### config.mk
export PLATFORM = sky130hd
export DESIGN_NAME = alu_muldiv_seq_flat
export DESIGN_NICKNAME = d
export VERILOG_FILES = /design/src/rtl/alu_muldiv_seq_if.sv /design/src/rtl/alu_muldiv_seq.sv /design/src/flat_wrapper.sv
export SDC_FILE = /design/constraint.sdc
export NUM_CORES = 1
export LEC_CHECK = 0
export CAP_MARGIN = 30
export CORE_ASPECT_RATIO = 1.5
export CORE_MARGIN = 5
export CORE_UTILIZATION = 57
export DETAILED_ROUTE_END_ITERATION = 10
export DONT_BUFFER_PORTS = 1
export HOLD_SLACK_MARGIN = 0.08
export PLACE_DENSITY = 0.86
export SYNTH_ARGS = -nofsm -noshare
export SYNTH_HDL_FRONTEND = slang
export SYNTH_SLANG_ARGS = --single-unit
### constraint.sdc
create_clock -name clk -period 1.4 [get_ports clk]
set_input_delay 0.07 -clock clk [delete_from_list [all_inputs] [get_ports clk]]
set_output_delay 0.07 -clock clk [all_outputs]
set_load 0.02 [all_outputs]
### src/rtl/alu_muldiv_seq_if.sv
// Command/result bundle between the datapath controller and the multiply/divide sequencer.
interface alu_muldiv_seq_if #(
  parameter int WIDTH = 8
);
  logic             start;
  logic             op;
  logic [WIDTH-1:0] opa;
  logic [WIDTH-1:0] opb;
  logic             busy;
  logic             done;
  logic [WIDTH-1:0] result_hi;
  logic [WIDTH-1:0] result_lo;
  logic             div_by_zero;

  modport master (
    output start, op, opa, opb,
    input  busy, done, result_hi, result_lo, div_by_zero
  );

  modport slave (
    input  start, op, opa, opb,
    output busy, done, result_hi, result_lo, div_by_zero
  );
endinterface

### src/rtl/alu_muldiv_seq.sv
// Unsigned 8x8 multiply / 8/8 divide sequencer, one pass of the shared ALU per clock.
//   state  | meaning
//   S_IDLE | waiting for start, ALU released
//   S_RUN  | one shift-add / restoring-subtract step per cycle, cnt 0..ITER-1
//   S_DONE | one-cycle done pulse, results held afterwards
module alu_muldiv_seq #(
  parameter int WIDTH = 8,
  parameter int ITER  = 8
) (
  input  logic             clk,
  input  logic             rst,
  alu_muldiv_seq_if.slave  cmd,
  output logic [WIDTH-1:0] alu_A,
  output logic [WIDTH-1:0] alu_B,
  output logic [2:0]       alu_acode,
  output logic [1:0]       alu_scode,
  output logic             alu_is_shift,
  output logic             alu_carry_in,
  output logic             alu_update_z_c,
  input  logic [WIDTH-1:0] alu_R,
  input  logic             alu_carry_out
);
  typedef enum logic [1:0] {S_IDLE, S_RUN, S_DONE} state_t;

  localparam int            CW       = $clog2(ITER);
  localparam logic [CW-1:0] CNT_LAST = CW'(ITER - 1);
  localparam logic [2:0]    AC_ADD   = 3'b000;
  localparam logic [2:0]    AC_SUB   = 3'b010;

  state_t           state, state_nxt;
  logic             op_q;
  logic [WIDTH-1:0] acc, lo, m;
  logic [WIDTH-1:0] acc_nxt, lo_nxt, s_div;
  logic             q_bit;
  logic [CW-1:0]    cnt;
  logic [WIDTH-1:0] res_hi, res_lo;
  logic             dbz;
  logic             div_zero_req;

  assign div_zero_req = cmd.op && (cmd.opb == '0);

  always_ff @(posedge clk) begin
    if (rst) state <= S_IDLE;
    else     state <= state_nxt;
  end

  always_comb begin
    state_nxt = state;
    case (state)
      S_IDLE:  if (cmd.start) state_nxt = div_zero_req ? S_DONE : S_RUN;
      S_RUN:   if (cnt == CNT_LAST) state_nxt = S_DONE;
      S_DONE:  state_nxt = S_IDLE;
      default: state_nxt = S_IDLE;
    endcase
  end

  // ALU drive and per-step datapath update; only registered state feeds the ALU operands.
  always_comb begin
    alu_A          = '0;
    alu_B          = '0;
    alu_acode      = AC_ADD;
    alu_update_z_c = 1'b0;
    s_div          = {acc[WIDTH-2:0], lo[WIDTH-1]};
    q_bit          = 1'b0;
    acc_nxt        = acc;
    lo_nxt         = lo;
    if (state == S_RUN) begin
      alu_update_z_c = 1'b1;
      if (op_q) begin
        alu_A     = s_div;
        alu_B     = m;
        alu_acode = AC_SUB;
        // acc[MSB] set means the shifted remainder exceeds WIDTH bits, so it always covers m
        q_bit     = acc[WIDTH-1] | alu_carry_out;
        acc_nxt   = q_bit ? alu_R : s_div;
        lo_nxt    = {lo[WIDTH-2:0], q_bit};
      end else begin
        alu_A   = acc;
        alu_B   = lo[0] ? m : '0;
        acc_nxt = {alu_carry_out, alu_R[WIDTH-1:1]};
        lo_nxt  = {alu_R[0], lo[WIDTH-1:1]};
      end
    end
  end

  always_ff @(posedge clk) begin
    if (rst) begin
      op_q   <= 1'b0;
      acc    <= '0;
      lo     <= '0;
      m      <= '0;
      cnt    <= '0;
      res_hi <= '0;
      res_lo <= '0;
      dbz    <= 1'b0;
    end else begin
      case (state)
        S_IDLE: begin
          if (cmd.start) begin
            op_q <= cmd.op;
            lo   <= cmd.opa;
            m    <= cmd.opb;
            acc  <= '0;
            cnt  <= '0;
            if (div_zero_req) begin
              res_hi <= cmd.opa;
              res_lo <= '1;
              dbz    <= 1'b1;
            end else begin
              res_hi <= '0;
              res_lo <= '0;
              dbz    <= 1'b0;
            end
          end
        end
        S_RUN: begin
          acc <= acc_nxt;
          lo  <= lo_nxt;
          cnt <= cnt + CW'(1);
          if (cnt == CNT_LAST) begin
            res_hi <= acc_nxt;
            res_lo <= lo_nxt;
            dbz    <= 1'b0;
          end
        end
        default: ;
      endcase
    end
  end

  assign cmd.busy        = (state != S_IDLE);
  assign cmd.done        = (state == S_DONE);
  assign cmd.result_hi   = res_hi;
  assign cmd.result_lo   = res_lo;
  assign cmd.div_by_zero = dbz;

  assign alu_scode    = 2'b00;
  assign alu_is_shift = 1'b0;
  assign alu_carry_in = 1'b0;
endmodule

### src/flat_wrapper.sv
// flat-port wrapper written by rule: the top's interface ports become plain ports
module alu_muldiv_seq_flat 
#(
  parameter int WIDTH = 8,
  parameter int ITER  = 8
)
  (clk, rst, alu_A, alu_B, alu_acode, alu_scode, alu_is_shift, alu_carry_in, alu_update_z_c, alu_R, alu_carry_out, cmd_start, cmd_op, cmd_opa, cmd_opb, cmd_busy, cmd_done, cmd_result_hi, cmd_result_lo, cmd_div_by_zero);
  alu_muldiv_seq_if #(.WIDTH(WIDTH)) cmd_i ();
  input  logic clk;
  input  logic rst;
  output logic [WIDTH-1:0] alu_A;
  output logic [WIDTH-1:0] alu_B;
  output logic [2:0] alu_acode;
  output logic [1:0] alu_scode;
  output logic alu_is_shift;
  output logic alu_carry_in;
  output logic alu_update_z_c;
  input  logic [WIDTH-1:0] alu_R;
  input  logic alu_carry_out;
  input wire logic [$bits(cmd_i.start)-1:0] cmd_start;
  input wire logic [$bits(cmd_i.op)-1:0] cmd_op;
  input wire logic [$bits(cmd_i.opa)-1:0] cmd_opa;
  input wire logic [$bits(cmd_i.opb)-1:0] cmd_opb;
  output wire logic [$bits(cmd_i.busy)-1:0] cmd_busy;
  output wire logic [$bits(cmd_i.done)-1:0] cmd_done;
  output wire logic [$bits(cmd_i.result_hi)-1:0] cmd_result_hi;
  output wire logic [$bits(cmd_i.result_lo)-1:0] cmd_result_lo;
  output wire logic [$bits(cmd_i.div_by_zero)-1:0] cmd_div_by_zero;
  assign cmd_i.start = cmd_start;
  assign cmd_i.op = cmd_op;
  assign cmd_i.opa = cmd_opa;
  assign cmd_i.opb = cmd_opb;
  assign cmd_busy = cmd_i.busy;
  assign cmd_done = cmd_i.done;
  assign cmd_result_hi = cmd_i.result_hi;
  assign cmd_result_lo = cmd_i.result_lo;
  assign cmd_div_by_zero = cmd_i.div_by_zero;
  alu_muldiv_seq #(.WIDTH(WIDTH), .ITER(ITER)) u_core (.clk(clk), .rst(rst), .cmd(cmd_i), .alu_A(alu_A), .alu_B(alu_B), .alu_acode(alu_acode), .alu_scode(alu_scode), .alu_is_shift(alu_is_shift), .alu_carry_in(alu_carry_in), .alu_update_z_c(alu_update_z_c), .alu_R(alu_R), .alu_carry_out(alu_carry_out));
endmodule
==> impl_metrics.tcl <==
set metrics [dict create \
    setup_ws_ns -0.05766 \
    drc 0 \
    syn_to_final_growth_pct 29.79 \
    yosysSeqAreaShare 0.3771 \
    grt-ovfl-total 0 \
    synth_most_common_cell "dfxtp_1" \
    crit_arrival_ns 1.65 \
    synth_compound_area_frac 0.2232 \
    failed_checks "hold timing, setup timing" \
    place_area_um2 2634 \
    rr_startpoint "u_core.state[1]" \
    worst_r2r_path_depth 6 \
    first_pass_iters 5 \
    synthTopCellsByArea "dfxtp_1, nand2_1, mux2i_1, nor2_1, a311oi_2" \
    critPathKind "reg -> reg" \
    grt_pass1_vias 2220 \
    skew_ns 0.008209 \
    ys_async_sr_fraction 0 \
    cp_max_fo 7 \
    cts_tree "yes" \
    setup_violations 6 \
    final.setup.tns_ns -0.1583 \
    synth-main-ff-cell "dfxtp_1" \
    synth-edff-count 0 \
    drv_slew 0 \
    dp_hpwl_mm 4.528 \
    io_pins 72 \
    p_per_area_nw_per_um2 1108 \
    synth_cell_types 40 \
    peakVddDrop_uv 1279 \
    synth_mux_area_frac 0.06018 \
    postRouteAntennaNets 0 \
    grt_util_met2 0.3867 \
    nets 361 \
    fillers 256 \
    grt_max_degree 48 \
    cts_buffers 5 \
    port_buffers 0 \
    clockBufferDepth 2 \
    synth_top_family_by_area "simple AND/OR/NAND/NOR gates" \
    post-route-util 0.7627 \
    hold_start "rst" \
    wire_per_inst_um 20.89 \
    synth_simple_gate_area_frac 0.2397 \
    hold_end "u_core.acc[0]" \
    synth_top_area_share 0.3771 \
    htree_levels 2 \
    p_leak_nw 1.147 \
    maxCapViolations 0 \
    synth_xor_area_frac 0 \
    cts-root-buf "clkbuf_8" \
    synth.cell_area_um2 2495 \
    met1_usage 0.2411 \
    critPathCaptureType "register" \
    initial_core_util 0.5877 \
    reg2reg_slack_ns -0.06 \
    syn-instance-count 301 \
    via_count 2483 \
    detail_route.vias_per_cell 6.569 \
    ys_warn_count 0 \
    wl_mm 7.898 \
    path_clk_slew_ns 0.09 \
    synthAdderAreaFrac 0.01003 \
    fmax_mhz 686.0 \
    globalRouteMet3Util 0.06667 \
    grt_setup_unrepaired "yes" \
    grt_busiest_layer "met2" \
    grt_pass1_wl_mm 10.65 \
    core_um2 4245 \
    min_path_type "in -> reg" \
    clock_latency_ns 0.31 \
    grt_use_total 0.2254 \
    crit_required_ns 1.59 \
    clkSinkCount 47 \
    gp_congestion 0.8661 \
    dieArea_um2 5827 \
    synth-seq-cells 47 \
    synth.avg_cell_area_um2 8.289 \
    status "complete, but fails checks" \
    dieHeight_um 91.03 \
    r2r_end "u_core.lo[6]" \
    drtIter0Drc 170 \
    period_needed_ns 1.458 \
    finalCritPeriodShare 1.041 \
    synth.cells.most_frequent "dfxtp_1, nand2_1, nor2_1" \
    grt_antenna_before_repair 1 \
    fp-row-count 29 \
    design_area_um2 3238 \
    hold_ws_ns -0.1870 \
    drive_gt1_frac 0.3535 \
    whs_path_depth 1 \
    finalHoldViolCount 47 \
    die_width_um 64.02 \
    cp-start-kind "register" \
    yosysTopAreaCell "dfxtp_1" \
]
registers in the layout, summed over array words and instances (netlist names):
signal and flops:
u_core.acc 8, u_core.cmd.div_by_zero 1, u_core.cmd.result_hi 8, u_core.cmd.result_lo 8, u_core.cnt 3, u_core.lo 8
u_core.m 8, u_core.op_q 1, u_core.state 2
power breakdown:
group	total (mW)	internal [mW]	switching (mW)
registers	1.58	1.44	0.144
logic	0.827	0.372	0.455
clock network	1.18	0.714	0.467
total	3.59	2.52	1.07
how the worst max path moves through the flow:
stage	start	endpoint	slack, ns	depth (start not counted)
final	u_core.state[1]	u_core.lo[6]	-0.06	6
after global routing	u_core.state[1]	u_core.lo[0]	-0.1	6
after CTS	u_core.state[1]	u_core.lo[4]	-0.03	5
after global placement	u_core.state[0]	u_core.cmd.result_hi[0]	-0.05	5
after floorplan	u_core.state[0]	u_core.lo[0]	0.03	5
after detailed placement	u_core.state[0]	u_core.cmd.result_hi[0]	-0.11	5
per-stage QoR:
| stage | setup WS, ns | total power, mW | std cells |
|---|---|---|---|
| 2_1_floorplan | 0.03406 | 2.068 | 306 |
| 3_5_place_dp | -0.1084 | 2.173 | 354 |
| 6_report | -0.05766 | 3.589 | 378 |
| 3_3_place_gp | -0.04701 | 2.154 | 354 |
| 4_1_cts | -0.02705 | 3.386 | 369 |
| 5_1_grt | -0.09873 | 3.714 | 378 |
placed cells by master, fill, tap and decap left out, types with 2 or more instances in the layout:
master,Yosys,final
a211oi_2,1,5
a31o_1,7,7
mux2i_1,15,11
nor2_2,7,11
buf_12,0,5
clkbuf_8,0,5
and2_4,0,8
nor2_1,36,27
conb_1,1,6
nand2_1,45,43
a311oi_2,8,8
buf_6,4,11
a21o_4,1,3
dfxtp_1,47,41
dfxtp_2,0,4
buf_4,12,24
a21oi_2,0,2
bufinv_16,0,2
o21ai_0,14,13
mux2i_4,0,3
a31oi_1,6,6
clkbuf_16,0,2
nor3_1,12,12
o21ai_1,4,5
dfxtp_4,0,2
nor2_4,1,7
a21oi_1,21,19
a211oi_1,11,6
nand3_1,10,10
ha_4,0,2
what timing repair did:
item	in CTS	in global routing
endpoints found under the hold margin	47	47
pin swaps	4	12
setup buffers	5	4
endpoints found under the setup margin	51	58
cloned	2	4
resized for setup	32	56
logic make-up after synthesis:
logic type	Yosys count
AND/OR/NAND/NOR	128
AO/OA/AOI/OAI	76
flip-flops	47
multiplexers	15
buffers and inverters	32
other	1
adder cells (fa/ha/maj)	2
worst max-delay path: stages (launching register included):
cell	delay [ns]
dfxtp_2	0.33
buf_4	0.14
nor3b_4	0.23
buf_6	0.18
nor2_2	0.09
a211oi_1	0.29
nor3_1	0.08
cell type report:
cell class                      count  area [µm²]  area share
Clock inverter                      2       60.06     0.01855
Antenna cell                        1       2.502   0.0007728
Inverter                            2       20.02    0.006182
Clock buffer                        6       72.57     0.02241
Multi-Input combinational cell    231        1603      0.4950
Tap cell                           46       57.56     0.01777
Sequential cell                    47       953.4      0.2944
Timing Repair Buffer               43       469.2      0.1449
metal layers:
metal  share of wire  wire, µm  vias to the layer above
met5               0         0                        -
met4           0.065       516                        0
met3           0.097       764                       50
met2            0.51      4034                      164
met1            0.33      2582                     1164
li1                -         -                     1105
Note: power is estimated with default switching activity, not from simulation.
